## config.mk

```make
export PLATFORM = sky130hd
export DESIGN_NAME = memory_game_ctrl
export DESIGN_NICKNAME = d
export VERILOG_FILES = /design/src/rtl/memgame_pkg.sv /design/src/rtl/memory_game_ctrl_btn_edge_det.sv /design/src/rtl/memory_game_ctrl.sv
export SDC_FILE = /design/constraint.sdc
export NUM_CORES = 1
export LEC_CHECK = 0
export CORE_MARGIN = 1.5
export CORE_UTILIZATION = 55
export DETAILED_ROUTE_END_ITERATION = 8
export PLACE_DENSITY = 0.76
export SLEW_MARGIN = 20
export SYNTH_ARGS = -nofsm -noshare
export SYNTH_HDL_FRONTEND = slang
export SYNTH_HIERARCHICAL = 1
export SYNTH_SLANG_ARGS = --single-unit
```

## constraint.sdc

```tcl
create_clock -name clk -period 7.15 [get_ports clk]
set_input_delay 1.43 -clock clk [delete_from_list [all_inputs] [get_ports clk]]
set_output_delay 1.43 -clock clk [all_outputs]
set_load 0.03 [all_outputs]
```

## src/rtl/memgame_pkg.sv

```systemverilog
// rtl/memgame_pkg.sv - shared constants, state encoding and card lookup for the memory game
package memgame_pkg;

    localparam int GRID_W    = 4;
    localparam int GRID_H    = 4;
    localparam int NUM_CARDS = 16;
    localparam int NUM_PAIRS = 8;
    localparam int CARD_W    = 3;

    // Bit positions of the buttons inside the edge detector vector
    localparam int BTN_SEL   = 0;
    localparam int BTN_UP    = 1;
    localparam int BTN_DOWN  = 2;
    localparam int BTN_LEFT  = 3;
    localparam int BTN_RIGHT = 4;

    localparam logic [2:0] S_PICK1         = 3'd0;
    localparam logic [2:0] S_PICK2         = 3'd1;
    localparam logic [2:0] S_COMPARE       = 3'd2;
    localparam logic [2:0] S_SHOW_MISMATCH = 3'd3;
    localparam logic [2:0] S_DONE          = 3'd4;

    typedef enum logic [2:0] {
        PICK1         = S_PICK1,
        PICK2         = S_PICK2,
        COMPARE       = S_COMPARE,
        SHOW_MISMATCH = S_SHOW_MISMATCH,
        DONE          = S_DONE
    } state_t;

    // Card value at a grid position: three bits per card, position 0 in the LSBs
    function automatic logic [CARD_W-1:0] card_value(input logic [47:0] layout,
                                                     input logic [3:0]  pos);
        return layout[pos*CARD_W +: CARD_W];
    endfunction

endpackage

```

## src/rtl/memory_game_ctrl_btn_edge_det.sv

```systemverilog
// rtl/memory_game_ctrl_btn_edge_det.sv - 5-bit rising-edge detector for the game buttons
// Ports:
//   clk, rst_n   clock, asynchronous active-low reset
//   level[4:0]   debounced button levels
//   pulse[4:0]   high in the first cycle each level is sampled high
module btn_edge_det (
    input  logic       clk,
    input  logic       rst_n,
    input  logic [4:0] level,
    output logic [4:0] pulse
);

    logic [4:0] prev_q;
    logic [4:0] prev_d;

    always_comb begin
        prev_d = level;
    end

    // Combinational pulse so the action lands on the same edge the level is first seen
    assign pulse = level & ~prev_q;

    always_ff @(posedge clk or negedge rst_n) begin
        if (!rst_n) begin
            prev_q <= '0;
        end else begin
            prev_q <= prev_d;
        end
    end

endmodule

```

## src/rtl/memory_game_ctrl.sv

```systemverilog
// rtl/memory_game_ctrl.sv - 4x4 pairs game controller: cursor, picks, matching and reveal timer
// Ports:
//   clk, rst_n                 clock, asynchronous active-low reset
//   btn_up/down/left/right     debounced levels, move cursor (wrapping)
//   btn_sel                    debounced level, flip card under cursor
//   new_game                   sync pulse, restart game
//   cursor[3:0]                grid position row*4+col
//   face_up[15:0]              per-card visible flag
//   pairs[3:0], attempts[7:0]  matched pairs, completed comparisons (saturating)
//   busy, game_done            COMPARE/SHOW_MISMATCH active, all pairs found
module memory_game_ctrl
    import memgame_pkg::*;
#(
    parameter logic [47:0] LAYOUT          = 48'h053977_FAC688,
    parameter int          MISMATCH_CYCLES = 25_000_000
) (
    input  logic        clk,
    input  logic        rst_n,
    input  logic        btn_up,
    input  logic        btn_down,
    input  logic        btn_left,
    input  logic        btn_right,
    input  logic        btn_sel,
    input  logic        new_game,
    output logic [3:0]  cursor,
    output logic [15:0] face_up,
    output logic [3:0]  pairs,
    output logic [7:0]  attempts,
    output logic        busy,
    output logic        game_done
);

    // A one-cycle reveal still needs a one-bit timer holding zero
    localparam int TIMER_W = (MISMATCH_CYCLES > 1) ? $clog2(MISMATCH_CYCLES) : 1;
    localparam logic [TIMER_W-1:0] TIMER_LOAD = TIMER_W'(MISMATCH_CYCLES - 1);

    logic [4:0] pulse;

    btn_edge_det u_btn_edge_det (
        .clk   (clk),
        .rst_n (rst_n),
        .level ({btn_right, btn_left, btn_down, btn_up, btn_sel}),
        .pulse (pulse)
    );

    state_t             state_q, state_d;
    logic [3:0]         cursor_q, cursor_d;
    logic [3:0]         first_q, first_d;
    logic [3:0]         second_q, second_d;
    logic [15:0]        matched_q, matched_d;
    logic [TIMER_W-1:0] timer_q, timer_d;
    logic [3:0]         pairs_q, pairs_d;
    logic [7:0]         attempts_q, attempts_d;
    logic [15:0]        face_up_q, face_up_d;
    logic               busy_q, busy_d;
    logic               game_done_q, game_done_d;

    logic               move_ok;

    always_comb begin
        state_d    = state_q;
        cursor_d   = cursor_q;
        first_d    = first_q;
        second_d   = second_q;
        matched_d  = matched_q;
        timer_d    = timer_q;
        pairs_d    = pairs_q;
        attempts_d = attempts_q;
        move_ok    = (state_q == PICK1) || (state_q == PICK2) || (state_q == SHOW_MISMATCH);

        if (new_game) begin
            state_d    = PICK1;
            cursor_d   = '0;
            first_d    = '0;
            second_d   = '0;
            matched_d  = '0;
            timer_d    = '0;
            pairs_d    = '0;
            attempts_d = '0;
        end else begin
            // A sel edge claims the cycle even when the selection itself is ignored
            if (pulse[BTN_SEL]) begin
                if (state_q == PICK1 && !face_up_q[cursor_q]) begin
                    first_d = cursor_q;
                    state_d = PICK2;
                end else if (state_q == PICK2 && !face_up_q[cursor_q]) begin
                    second_d = cursor_q;
                    state_d  = COMPARE;
                end
            end else if (move_ok) begin
                // Row lives in [3:2], column in [1:0]; 2-bit arithmetic gives the wrap
                if (pulse[BTN_UP]) begin
                    cursor_d = {cursor_q[3:2] - 2'd1, cursor_q[1:0]};
                end else if (pulse[BTN_DOWN]) begin
                    cursor_d = {cursor_q[3:2] + 2'd1, cursor_q[1:0]};
                end else if (pulse[BTN_LEFT]) begin
                    cursor_d = {cursor_q[3:2], cursor_q[1:0] - 2'd1};
                end else if (pulse[BTN_RIGHT]) begin
                    cursor_d = {cursor_q[3:2], cursor_q[1:0] + 2'd1};
                end
            end

            if (state_q == COMPARE) begin
                if (attempts_q != 8'hFF) begin
                    attempts_d = attempts_q + 8'd1;
                end
                if (card_value(LAYOUT, first_q) == card_value(LAYOUT, second_q)) begin
                    matched_d = matched_q | (16'd1 << first_q) | (16'd1 << second_q);
                    pairs_d   = pairs_q + 4'd1;
                    state_d   = (pairs_q == 4'(NUM_PAIRS - 1)) ? DONE : PICK1;
                end else begin
                    timer_d = TIMER_LOAD;
                    state_d = SHOW_MISMATCH;
                end
            end else if (state_q == SHOW_MISMATCH) begin
                if (timer_q == '0) begin
                    state_d = PICK1;
                end else begin
                    timer_d = timer_q - 1'b1;
                end
            end
        end

        // Outputs are computed from next-state values so they register alongside it
        face_up_d = matched_d;
        if (state_d == PICK2 || state_d == COMPARE || state_d == SHOW_MISMATCH) begin
            face_up_d = face_up_d | (16'd1 << first_d);
        end
        if (state_d == COMPARE || state_d == SHOW_MISMATCH) begin
            face_up_d = face_up_d | (16'd1 << second_d);
        end
        if (state_d == DONE) begin
            face_up_d = 16'hFFFF;
        end
        busy_d      = (state_d == COMPARE) || (state_d == SHOW_MISMATCH);
        game_done_d = (state_d == DONE);
    end

    always_ff @(posedge clk or negedge rst_n) begin
        if (!rst_n) begin
            state_q     <= PICK1;
            cursor_q    <= '0;
            first_q     <= '0;
            second_q    <= '0;
            matched_q   <= '0;
            timer_q     <= '0;
            pairs_q     <= '0;
            attempts_q  <= '0;
            face_up_q   <= '0;
            busy_q      <= 1'b0;
            game_done_q <= 1'b0;
        end else begin
            state_q     <= state_d;
            cursor_q    <= cursor_d;
            first_q     <= first_d;
            second_q    <= second_d;
            matched_q   <= matched_d;
            timer_q     <= timer_d;
            pairs_q     <= pairs_d;
            attempts_q  <= attempts_d;
            face_up_q   <= face_up_d;
            busy_q      <= busy_d;
            game_done_q <= game_done_d;
        end
    end

    assign cursor    = cursor_q;
    assign face_up   = face_up_q;
    assign pairs     = pairs_q;
    assign attempts  = attempts_q;
    assign busy      = busy_q;
    assign game_done = game_done_q;

endmodule
```

# After elaboration in Yosys (flattened, before gate mapping)
# Index checks and enable logic that the tools add are counted.
totals:
  ff_bits: 91
  latchBits: 0
  mem_bits_rw: 0
  rom_bits: 0
  in_bits: 8
  out_inout_bits: 34
  wordCells: 114
  mem_count: 0
op_classes:
  addsub: 7
  mul: 2
  n_div: 0
  magnitude_cmp: 1
  n_eq_ne: 15
  shifts: 6
  mux: 42
  bitwise_logic: 6
  n_reduce_logical: 22
op_table:
  columns: ["cell", "count"]
  rows:
  - ["2-to-1 mux 25 bit", 5]
  - ["2-to-1 mux 16 bit", 6]
  - ["indexed part select 48 x 7 -> 3 bit (first input constant)", 2]
  - ["OR 16 bit", 4]
  - ["left shift 1 x 4 -> 16 bit (first input constant)", 4]
  - ["2-to-1 mux 4 bit", 15]
  - ["2-to-1 mux 3 bit", 9]
  - ["logical NOT 25 bit", 1]
  - ["subtractor 25 x 1 -> 25 bit (second input constant)", 1]
  - ["2-to-1 mux 8 bit", 3]
  - ["== test 3 x 2 -> 1 bit (second input constant)", 4]
  - ["multiplier 4 x 2 -> 6 bit (second input constant)", 2]
  - ["nonzero test 3 bit", 3]
  - ["adder 8 x 1 -> 8 bit (second input constant)", 1]
  - ["inequality test 8 bit (second input constant)", 1]
  - ["nonzero test 2 bit", 4]
  - ["== test 3 x 1 -> 1 bit (second input constant)", 2]
  - ["inequality test 2 bit (second input constant)", 3]
  - ["inequality test 3 bit (second input constant)", 2]
  - ["AND reduction 3 bit", 2]
  - ["bitwise AND 5 bit", 1]
  - ["logical OR 1 bit", 5]
  - ["less-than comparator 4 x 5 -> 1 bit (second input constant)", 1]
  - ["inverter 5 bit", 1]
  - ["other kinds (14)", 19]

# Longest topological paths before layout
# Gate-level depths: netlist of run 1.
depth:
  ltp_word: 18
  depth_mapped: 12
  mapped_depth_nobuf: 10

# Modules after synthesis
# Netlist of run 1, hierarchy kept.
modules_own_cells:
  columns: ["module", "n_inst", "cells_each", "area_per_inst_um2", "seq_area_each_um2"]
  rows:
  - ["memory_game_ctrl", 1, 506, 4725.8, 2152.1]
  - ["btn_edge_det", 1, 10, 193.9, 125.1]

# Worst setup path before layout of run 1
# No wires, ideal clock.
synth_path:
  path_type: "input port to flip-flop"
  start: "input btn_sel"
  end: "register face_up_q[13], in the netlist face_up[13]"
  setup_ns: 0.087
  arrival_ns: 3.378
  required_time_ns: 7.063
  setup_slack_ns: 3.685
  path_stages: 8
  path_buffers: 1
  path_cell_list: "nor2b_4 nor3b_1 and2_1 clkbuf_1 a22oi_1 or4_1 a211o_1 o211ai_1"
synth_via:
  elab_chain_cells: 13
  word_cells_on_any_way: 24
  classes_between: "4 x eq/ne; 2 x shift; 12 x mux; 3 x bitwise; 3 x reduce/logical"
synth_lines:
  columns: ["item", "line_no", "rtl"]
  rows:
  - ["start: declaration", "memory_game_ctrl.sv:23", "input logic btn_sel,"]
  - ["bitwise AND 5 bit (*)", "memory_game_ctrl_btn_edge_det.sv:21", "assign pulse = level & ~prev_q;"]
  - ["2-to-1 mux 3 bit", "memory_game_ctrl.sv:82", "if (pulse[BTN_SEL]) begin"]
  - ["2-to-1 mux 3 bit", "memory_game_ctrl.sv:116", "if (timer_q == '0) begin"]
  - ["2-to-1 mux 3 bit", "memory_game_ctrl.sv:115", "end else if (state_q == SHOW_MISMATCH) begin"]
  - ["2-to-1 mux 3 bit", "memory_game_ctrl.sv:103", "if (state_q == COMPARE) begin"]
  - ["2-to-1 mux 3 bit", "memory_game_ctrl.sv:71", "if (new_game) begin"]
  - ["== test 3 x 1 -> 1 bit or == test 3 x 2 -> 1 bit (tied branches)", "memory_game_ctrl.sv:126, memory_game_ctrl.sv:129", null]
  - ["logical OR 1 bit (2 in series)", "memory_game_ctrl.sv:126", "if (state_d == PICK2 || state_d == COMPARE || state_d == SHOW_MISMATCH) begin"]
  - ["2-to-1 mux 16 bit", "memory_game_ctrl.sv:126", null]
  - ["OR 16 bit", "memory_game_ctrl.sv:130", "face_up_d = face_up_d | (16'd1 << second_d);"]
  - ["2-to-1 mux 16 bit", "memory_game_ctrl.sv:129", "if (state_d == COMPARE || state_d == SHOW_MISMATCH) begin"]
  - ["2-to-1 mux 16 bit (*)", "memory_game_ctrl.sv:132", "if (state_d == DONE) begin"]
  - ["named net face_up_d[13]", "memory_game_ctrl.sv:54", "logic [15:0] face_up_q, face_up_d;"]
  - ["end signal: assignment", "memory_game_ctrl.sv:161", "face_up_q <= face_up_d;"]
  - ["end: declaration", "memory_game_ctrl.sv:54", null]
# Mark *: on every way through the listed nets, which the timed path passes. The rest lies on a longest branch.
# A chain may end at the register's enable or synchronous reset.

# Worst setup path after layout of run 1
layout_path:
  start: "input btn_sel"
  end: "register face_up_q[10], in the netlist face_up[10]"
layout_via:
  elab_chain_cells: 13
  word_cells_on_any_way: 24
  classes_between: "4 x eq/ne; 2 x shift; 12 x mux; 3 x bitwise; 3 x reduce/logical"
layout_lines:
  columns: ["item", "line_no", "rtl"]
  rows:
  - ["bitwise AND 5 bit (*)", "memory_game_ctrl_btn_edge_det.sv:21", null]
  - ["named net pulse[0]", "memory_game_ctrl.sv:37", "logic [4:0] pulse;"]
  - ["2-to-1 mux 3 bit", "memory_game_ctrl.sv:82", null]
  - ["2-to-1 mux 3 bit", "memory_game_ctrl.sv:116", null]
  - ["2-to-1 mux 3 bit", "memory_game_ctrl.sv:115", null]
  - ["2-to-1 mux 3 bit", "memory_game_ctrl.sv:103", null]
  - ["2-to-1 mux 3 bit", "memory_game_ctrl.sv:71", null]
  - ["== test 3 x 1 -> 1 bit or == test 3 x 2 -> 1 bit (tied branches)", "memory_game_ctrl.sv:126, memory_game_ctrl.sv:129", null]
  - ["logical OR 1 bit (2 in series)", "memory_game_ctrl.sv:126", null]
  - ["2-to-1 mux 16 bit", "memory_game_ctrl.sv:126", null]
  - ["OR 16 bit", "memory_game_ctrl.sv:130", null]
  - ["2-to-1 mux 16 bit", "memory_game_ctrl.sv:129", null]
  - ["2-to-1 mux 16 bit (*)", "memory_game_ctrl.sv:132", null]
  - ["named net face_up_d[10]", "memory_game_ctrl.sv:54", null]
# Marks and branches as above.

==> results of run 1 <==
-- worst min-delay path: cells and delay by family, from the launching register on --
family | cells | cell delay [ns]
AND/OR/NAND/NOR | 2 | 0.12
flip-flops | 1 | 0.38
-- through the flow --
stage	setup WS, ns	hold slack, ns	area, um2	instances
final	3.072	0.5222	5547	658
after global routing	2.871	0.5642	5547	658
after CTS	3.164	0.5196	5547	658
after detailed placement	2.794	0.4928	5341	642
after global placement	2.921	0.4820	5341	642
after floorplan	3.685	0.4626	4920	516
-- final cells by class --
cell class / count / area (um2) / share of cell area (%)
clock buffer: 9 / 123.9 / 2.233
clock inverter: 7 / 81.33 / 1.466
inverter: 11 / 41.29 / 0.7444
multi-input combinational: 389 / 2470 / 44.53
sequential: 91 / 2277 / 41.06
tap: 108 / 135.1 / 2.436
timing repair buffer: 43 / 417.9 / 7.534
-- layer usage --
metal | share of wire [%] | vias up | GRT usage (%)
met3 | 6.7 | 10 | 4.748
met1 | 47 | 2001 | 41.03
met5 | 0 | - | 0
li1 | - | 1967 | -
met4 | 0.86 | 0 | 6.593
met2 | 45 | 164 | 40.60
-- worst min path at each step --
| stage | endpoint | from | slack, ns | cells after the start |
|---|---|---|---|---|
| 6_report | timer_q[11] | timer_q[11] | 0.52 | 2 |
| 5_1_grt | timer_q[11] | timer_q[11] | 0.56 | 2 |
| 4_1_cts | timer_q[11] | timer_q[11] | 0.52 | 2 |
| 3_5_place_dp | timer_q[11] | timer_q[11] | 0.49 | 2 |
| 3_3_place_gp | timer_q[11] | timer_q[11] | 0.48 | 2 |
| 2_1_floorplan | timer_q[11] | timer_q[11] | 0.46 | 2 |
-- sequential cells by signal (all words and copies together), names as in the netlist --
register	flops
attempts	8
busy	1
cursor	4
face_up	16
first_q	4
game_done	1
matched_q	16
pairs	4
second_q	4
state_q	3
timer_q	25
u_btn_edge_det/prev_q	5
-- kinds of logic (layout without fill, tap and decap cells) --
| group | after synthesis | after routing |
|---|---|---|
| xor gates and xnor gates | 22 | 22 |
| muxes | 16 | 16 |
| adders and majority gates | 4 | 4 |
| DFF | 91 | 91 |
| and+or+nand+nor | 195 | 195 |
| buffers and inverters | 36 | 70 |
| AOI/OAI and AO/OA | 152 | 152 |
-- layout by cell type (no fill, tap or decap), types with 10 or more instances in the layout --
cell type,synthesis,final
nand3_1,10,10
clkdlybuf4s50_1,0,39
dfrtp_1,91,91
o22ai_1,18,18
or3_1,15,15
o21ai_0,25,25
xor2_1,13,13
a211oi_1,11,11
nand2_1,34,34
nor2_1,70,70
a22o_1,10,10
a21oi_1,33,33
-- power breakdown --
group,switching (mW),internal [mW]
combinational,0.181,0.108
clock,0.199,0.168
sequential,0.0300,0.538
==> flow_summary.json, run 1 <==
{
  "status": "finished, final reports clean",
  "finalSetupViolations": 0,
  "reg2reg_slack_ns": 3.29,
  "synth_top_cell_by_area": "dfrtp_1",
  "critPathLaunchType": "primary input",
  "critical_path.slowest_cell": "clkdlybuf4s50_1",
  "die_area_um2": 9521,
  "route.detailed.drc": 0,
  "maxCapViolations": 0,
  "yosysMostFrequentCell": "dfrtp_1",
  "worst_path_dominant_cell_family": "simple AND/OR/NAND/NOR gates",
  "tightest_slew_ns": 1.025,
  "synthAdderAreaFrac_pct": 1.017,
  "dieHeight_um": 97.58,
  "antenna_found_initial": 0,
  "finalCriticalPeriod_ns": 4.078,
  "crit_buf_inv": 1,
  "ir_drop_mv": 0.1438,
  "hpwlAfterDp_um": 8756,
  "path_cells": "clkdlybuf4s50_1 > nor2b_4 > nor3b_1 > and2_1 > and2_1 > mux2i_1 > or3b_1 > o21ai_0",
  "fillCellCount": 753,
  "synthTopCellsByCount": "dfrtp_1, nor2_1, nand2_1",
  "grt_util_all_layers_pct": 27.12,
  "clockBufferDepth": 2,
  "drive_gt1_share_pct": 8.182,
  "grt_max_degree": 57,
  "postRouteAntennaNets": 0,
  "grt_setup_unrepaired": "no",
  "wl_um": 12260,
  "num_rows": 34,
  "cpMostUsedCell": "and2_1",
  "timing.fmax_mhz": 245.2,
  "worst_ep_required_time_ns": 7.42,
  "cpPeakStageDelay_ns": 0.48,
  "yosysWarnings": 6,
  "crit_start": "btn_sel",
  "diodes": 0,
  "h-tree-depth": 3,
  "crit_path_end_kind": "flip-flop",
  "synthesis.area_um2": 4920,
  "p_leak_nw": 2.394,
  "finalPower_mw": 1.224,
  "finClkSkew_ns": 0.01910,
  "maxSlewViolCount": 0,
  "maxSlewHeadroom_pct": 31.68,
  "synth_cell_types": 68,
  "r2r-start": "cursor[0]",
  "worst_skew_pair.late_latency_ns": 0.38,
  "seq_area_frac_synth_pct": 46.29,
  "core_um2": 8678,
  "path_class": "in2reg",
  "timing.rr.end": "face_up[10]",
  "place.gp.congestion": 0.9695,
  "clock_sinks": 91,
  "start_util_pct": 56.69,
  "synth_top_family_by_area": "compound AO/OA/AOI/OAI gates",
  "post-route-period-util_pct": 57.03,
  "power_density_nw_per_um2": 220.7,
  "ys_ff_latch": 91,
  "cts_tree": "yes",
  "synth_top_flop_cell": "dfrtp_1",
  "post_cts_buffers": 0,
  "r2r.worst_path.cells": 7,
  "overflow": 0,
  "arrival_ns": 4.34,
  "synth_fp_nets": 528,
  "cts-root-buf": "clkbuf_8",
  "initialDrtViolationCount": 253,
  "synth-compound-area-share_pct": 20.98,
  "grt_pass1_wl_um": 20470,
  "crit_cells": 8,
  "synth_mux_area_share_pct": 3.662,
  "synth_xor_xnor_area_share_pct": 3.917,
  "clkSlewWorstSetupHoldPaths_ns": 0.10,
  "vias_per_cell": 6.295,
  "critPathCapture": "face_up[10]",
  "path_max_fanout": 10,
  "final_core_util_pct": 63.91,
  "holdCritPathClass": "reg2reg",
  "synth-edff-count": 0,
  "fin_setup_tns_ns": 0,
  "layout.nets": 557,
  "wl_per_cell_um": 18.64,
  "synthSimpleGateAreaFrac_pct": 20.63,
  "synth.top_cell.area_share_pct": 46.29,
  "cts_resized": 0,
  "io_buffers": 41,
  "finalHoldViolations": 0,
  "num_io_pins": 42,
  "cts_buffers": 9,
  "synthArstFlopShare_pct": 100.0,
  "firstDrtPassIters": 5,
  "postSynthCellCount": 516,
  "die_width_um": 97.58,
  "synth.area.top_cells": "dfrtp_1, nor2_1, a21oi_1, nand2_1, o21ai_0",
  "avgSynthCellArea_um2": 9.534,
  "hold_buffers": 0,
  "vias": 4142,
  "area_delta_synth_final_pct": 12.74,
  "grt_pass1_vias": 3961
}
Note: power is estimated with default switching activity, not from simulation.
==> run 2, diff against run 1 <==
- CORE_UTILIZATION: 55 -> 53
- PLACE_DENSITY: 0.76 -> 0.77
- clock period: 7.15 -> 3.5 ns (I/O delays scaled with it)
==> flow_summary.json, run 2 (synthesis gave the netlist of run 1 again) <==
{
  "status": "finished, final reports clean",
  "antenna_found_initial": 0,
  "start_util_pct": 55.60,
  "initialDrtViolationCount": 326,
  "grt_max_degree": 48,
  "route.detailed.drc": 0,
  "path_class": "reg2reg",
  "post-route-period-util_pct": 88.91,
  "cts-root-buf": "clkbuf_8",
  "firstDrtPassIters": 5,
  "grt_pass1_wl_um": 21050,
  "hold_buffers": 0,
  "finalSetupViolations": 0,
  "grt_pass1_vias": 3996,
  "switching_power_mw": 0.8105,
  "worst_skew_pair.late_latency_ns": 0.36,
  "hpwlAfterDp_um": 9230,
  "fillCellCount": 769,
  "core_um2": 8848,
  "drive_gt1_share_pct": 11.21,
  "grt_util_all_layers_pct": 27.19,
  "cts_buffers": 9,
  "num_io_pins": 42,
  "p_leak_nw": 2.524,
  "die_area_um2": 9869,
  "layout_commonest_cell": "dfrtp_1",
  "postRouteAntennaNets": 0,
  "layout.nets": 578,
  "fin_setup_tns_ns": 0,
  "overflow": 0,
  "dieHeight_um": 99.35,
  "p_seq_share_pct": 42.7,
  "r2r.worst_path.cells": 8,
  "vias_per_cell": 6.186,
  "cts_resized": 0,
  "maxSlewViolCount": 0,
  "cts_tree": "yes",
  "crit_cells": 8,
  "finClkSkew_ns": 0.01059,
  "worst_ep_required_time_ns": 3.78,
  "largest_reg_flops": 25,
  "internal_power_mw": 1.886,
  "grt_setup_unrepaired": "no",
  "top_register": "timer_q",
  "worst_path_dominant_cell_family": "compound AO/OA/AOI/OAI gates",
  "finalCriticalPeriod_ns": 3.112,
  "clock_sinks": 91,
  "clockBufferDepth": 2,
  "h-tree-depth": 3,
  "placed_cell_area_um2": 5512,
  "area_delta_synth_final_pct": 17.24,
  "final_cell_mix": "dfrtp_1, nor2_1, clkdlybuf4s50_1",
  "finalHoldViolations": 0,
  "post_cts_buffers": 0,
  "io_buffers": 41,
  "crit_buf_inv": 1,
  "switching_share_pct": 30.05,
  "holdCritPathClass": "in2async",
  "place.gp.congestion": 0.9878,
  "maxCapViolations": 0,
  "diodes": 0,
  "num_rows": 34,
  "arrival_ns": 3.39,
  "comb_power_share_pct": 23.4,
  "ir_drop_mv": 0.2587,
  "die_width_um": 99.35,
  "fin_area_um2": 5768,
  "path_max_fanout": 12,
  "wl_per_cell_um": 18.87,
  "clkPwrFrac_pct": 34.0,
  "power_density_nw_per_um2": 467.6,
  "path_cells": "mux2_2 > a222oi_1 > a22o_1 > and2_1 > buf_4 > or3_1 > nand2_1 > o21ai_0",
  "timing.fmax_mhz": 321.4,
  "critPathLaunchType": "flip-flop",
  "tightest_slew_ns": 0.7477,
  "maxSlewHeadroom_pct": 49.99,
  "vias": 4200,
  "clkSlewWorstSetupHoldPaths_ns": 0.09,
  "crit_path_end_kind": "flip-flop",
  "cpPeakStageDelay_ns": 0.48,
  "wl_um": 12810,
  "critical_path.slowest_cell": "dfrtp_1"
}
run 2: cell types whose count changed in the layout (fill, tap and decap cells not counted), sizes merged:
| cell | previous run | this run |
|---|---|---|
| buf | 4 | 25 |
| inv | 15 | 10 |
| bufinv | 1 | 4 |
| clkbuf | 9 | 11 |
run 2: layout make-up:
class	instances	area [um2]	area share (%)
Sequential cell	91	2277	39.48
Inverter	11	41.29	0.7158
Clock inverter	5	125.1	2.169
Tap cell	108	135.1	2.343
Timing Repair Buffer	64	588.1	10.20
Clock buffer	11	131.4	2.278
Multi-Input combinational cell	389	2470	42.82
run 2: power groups by stage:
stage,clock (mW),combinational [mW],sequential [mW]
global placement,0,0.612,1.17
finish,0.916,0.630,1.15
floorplan,0,0.446,1.18
detailed placement,0,0.621,1.17
CTS,0.928,0.624,1.15
global route,0.967,0.698,1.16
run 2: through the flow:
step / cells / hold slack [ns] / setup WS (ns) / util, % / power [mW]
3_5_place_dp: 663 / 0.4894 / 0.2947 / 62.29 / 1.792
4_1_cts: 679 / 0.3568 / 0.4288 / 65.19 / 2.703
2_1_floorplan: 516 / 0.4044 / 0.6391 / - / 1.622
6_report: 679 / 0.3334 / 0.3882 / 65.19 / 2.697
3_3_place_gp: 663 / 0.4824 / 0.3712 / 62.29 / 1.780
5_1_grt: 679 / 0.3650 / 0.1218 / 65.19 / 2.823
run 2: metal layers:
metal  routed length [um]  track usage [%]  up-vias
li1                     -                -     1992
met1                 6185            41.22     2029
met2                 5699            40.25      166
met3                  765            5.411       13
met4                  161            6.717        0
met5                    0                0        -
run 2: path summary, 6_finish.rpt:
path,from,endpoint,slack [ns]
setup / recovery,cursor[0],timer_q[22],0.39
hold / removal,rst_n,attempts[3],0.33
setup reg to reg,cursor[0],timer_q[22],0.39
hold reg to reg,timer_q[11],timer_q[11],0.51
max in group asynchronous,rst_n,matched_q[4],2.49
min in group clk,timer_q[11],timer_q[11],0.51
==> run 3, diff against run 2 <==
- SYNTH_HIERARCHICAL: 1 -> not set
==> flow_summary.json, run 3 <==
{
  "multi_input_area_um2": 2651,
  "die_width_um": 101.5,
  "grt_pass1_wl_um": 21360,
  "synth_cell_types": 72,
  "die_area_um2": 10300,
  "core_um2": 9328,
  "layout_commonest_cell": "dfrtp_1",
  "grtUsageMet3_pct": 5.590,
  "holdCritPathClass": "in2async",
  "worst_ep_required_time_ns": 3.75,
  "synthArstFlopShare_pct": 100.0,
  "largest_reg_flops": 25,
  "vias": 4467,
  "path_max_fanout": 23,
  "hold_buffers": 0,
  "synth_fp_nets": 557,
  "finalSetupViolations": 0,
  "status": "finished, final reports clean",
  "fillCellCount": 798,
  "num_rows": 35,
  "met1_usage_pct": 34.54,
  "clock_sinks": 91,
  "synth.area.top_cells": "dfrtp_1, nor2_1, a21oi_1, xor2_1, nand2_1",
  "cts-root-buf": "clkbuf_8",
  "firstDrtPassIters": 5,
  "synth.top_cell.area_share_pct": 44.30,
  "grt_util_all_layers_pct": 27.03,
  "cts_buffers": 9,
  "diodes": 0,
  "maxSlewHeadroom_pct": 33.67,
  "io_buffers": 41,
  "grt_setup_unrepaired": "no",
  "drive_gt1_share_pct": 11.91,
  "final_cell_mix": "dfrtp_1, nor2_1, a21oi_1, clkdlybuf4s50_1, nand2_1",
  "crit_path_end_kind": "flip-flop",
  "clkSlewWorstSetupHoldPaths_ns": 0.09,
  "grt_max_degree": 36,
  "postSynthCellCount": 545,
  "finalPower_mw": 2.475,
  "yosysMostFrequentCell": "dfrtp_1",
  "arrival_ns": 3.19,
  "stdcell_count": 725,
  "synth-edff-count": 0,
  "register_area_um2": 2277,
  "synth_top_cell_by_area": "dfrtp_1",
  "p_leak_nw": 2.591,
  "synth_top_flop_cell": "dfrtp_1",
  "ir_drop_mv": 0.2112,
  "post-route-period-util_pct": 84.06,
  "dieHeight_um": 101.5,
  "timing.fmax_mhz": 339.9,
  "clockBufferDepth": 2,
  "clkPwrFrac_pct": 27.2,
  "antenna_found_initial": 0,
  "tightest_slew_ns": 0.9866,
  "internal_power_mw": 1.644,
  "start_util_pct": 55.10,
  "layout.nets": 603,
  "placed_cells": 709,
  "p_seq_share_pct": 47.3,
  "synthTopCellsByCount": "dfrtp_1, nor2_1, a21oi_1",
  "whs_ns": 0.2479,
  "crit_start": "timer_q[0]",
  "num_io_pins": 42,
  "path_class": "reg2reg",
  "pre_cts_ws_ns": 0.2760,
  "finClkSkew_ns": 0.01769,
  "yosysWarnings": 0,
  "grt.busiest_layer": "met2",
  "seq_area_frac_synth_pct": 44.30,
  "vias_per_cell": 6.161,
  "initialDrtViolationCount": 270,
  "critPathLaunchType": "flip-flop",
  "top_register": "timer_q",
  "maxCapViolations": 0,
  "synthesis.area_um2": 5140,
  "met2_usage_pct": 46.26,
  "h-tree-depth": 3,
  "grt_pass1_vias": 4278,
  "r2r-start": "timer_q[0]",
  "power_density_nw_per_um2": 418.7,
  "cts_tree": "yes",
  "overflow": 0,
  "route.detailed.drc": 0,
  "hpwlAfterDp_um": 9515,
  "maxSlewViolCount": 0,
  "ys_ff_latch": 91,
  "wl_um": 13170,
  "post_cts_buffers": 0,
  "worst_skew_pair.late_latency_ns": 0.37,
  "area_delta_synth_final_pct": 15.02,
  "finalCriticalPeriod_ns": 2.942,
  "finalHoldViolations": 0,
  "switching_share_pct": 33.57,
  "comb_power_share_pct": 25.5,
  "fin_setup_tns_ns": 0,
  "place.gp.congestion": 0.9257,
  "postRouteAntennaNets": 0,
  "setup_ws_ns": 0.5580,
  "avgSynthCellArea_um2": 9.431,
  "wl_per_cell_um": 18.17,
  "cts_resized": 0,
  "switching_power_mw": 0.8308
}
==> run 3: cell types whose count changed in the layout (fill, tap and decap cells not counted), moves of 5 or more <==
cell and delta:
a211oi_1 -6, a21o_1 +5, a21oi_1 +7, a22o_1 -7, a31o_1 -5, inv_1 +6, mux2_2 -5, nand3_1 +7
nor2_1 -13, nor2b_1 +5, nor2b_4 -5, nor3_1 +5, o2bb2ai_1 +5, or3_1 -6
==> run 3: layout make-up <==
type                    count  share of cell area, %
well taps                 129                  2.730
flip-flops and latches     91                  38.52
repair buffers             63                  9.905
clock inverters             4                 0.4233
clock buffers              12                  2.624
inverters                  15                 0.9524
multi-input cells         411                  44.85
==> run 3: worst paths after layout <==
kind / to / slack, ns / cells past startpoint
worst min-delay path: attempts[2] / 0.25 / 1
worst max register to register: timer_q[16] / 0.56 / 10
worst max-delay path: timer_q[16] / 0.56 / 10
worst min register to register: timer_q[14] / 0.52 / 1
max in group asynchronous: face_up[8] / 2.46 / 2
min in group clk: timer_q[14] / 0.52 / 1
==> run 3: per-stage QoR <==
| step | utilization (%) | cell area (um2) |
|---|---|---|
| after CTS | 63.38 | 5912 |
| after global routing | 63.38 | 5912 |
| after global placement | 61.45 | 5732 |
| final | 63.38 | 5912 |
| after floorplan | - | 5140 |
| after detailed placement | 61.45 | 5732 |
==> run 3: layer usage <==
metal  vias to the layer above  wire [um]  share of wire, %
li1                       2088          -                 -
met1                      2205       5471                42
met2                       153       6725                51
met3                        21        756               5.7
met4                         0        218               1.7
met5                         -          0                 0
==> run 3: kinds of logic (layout without fill, tap and decap cells) <==
group | after synthesis | in the layout | synth area share [%]
AOI/OAI and AO/OA | 165 | 165 | 21.74
and+or+nand+nor | 204 | 204 | 22.03
DFF | 91 | 91 | 44.30
xor gates and xnor gates | 24 | 24 | 4.090
muxes | 14 | 14 | 2.751
buffers and inverters | 43 | 94 | 4.114
adders and majority gates | 4 | 4 | 0.9737
==> run 3: power groups by stage <==
stage / registers, mW / logic, mW / clock network, mW
final: 1.17 / 0.630 / 0.674
after global routing: 1.18 / 0.691 / 0.727
after CTS: 1.17 / 0.624 / 0.685
after detailed placement: 1.19 / 0.621 / 0
after global placement: 1.19 / 0.610 / 0
after floorplan: 1.19 / 0.457 / 0
==> run 3: critical path, stage by stage, from the launching register on <==
cell	delay, ns
dfrtp_1	0.38
inv_1	0.13
ha_1	0.16
nor4b_1	0.30
nand4_1	0.24
o41ai_1	0.47
and3b_4	0.29
o311ai_4	0.29
buf_12	0.20
o21ai_1	0.08
a211o_1	0.28
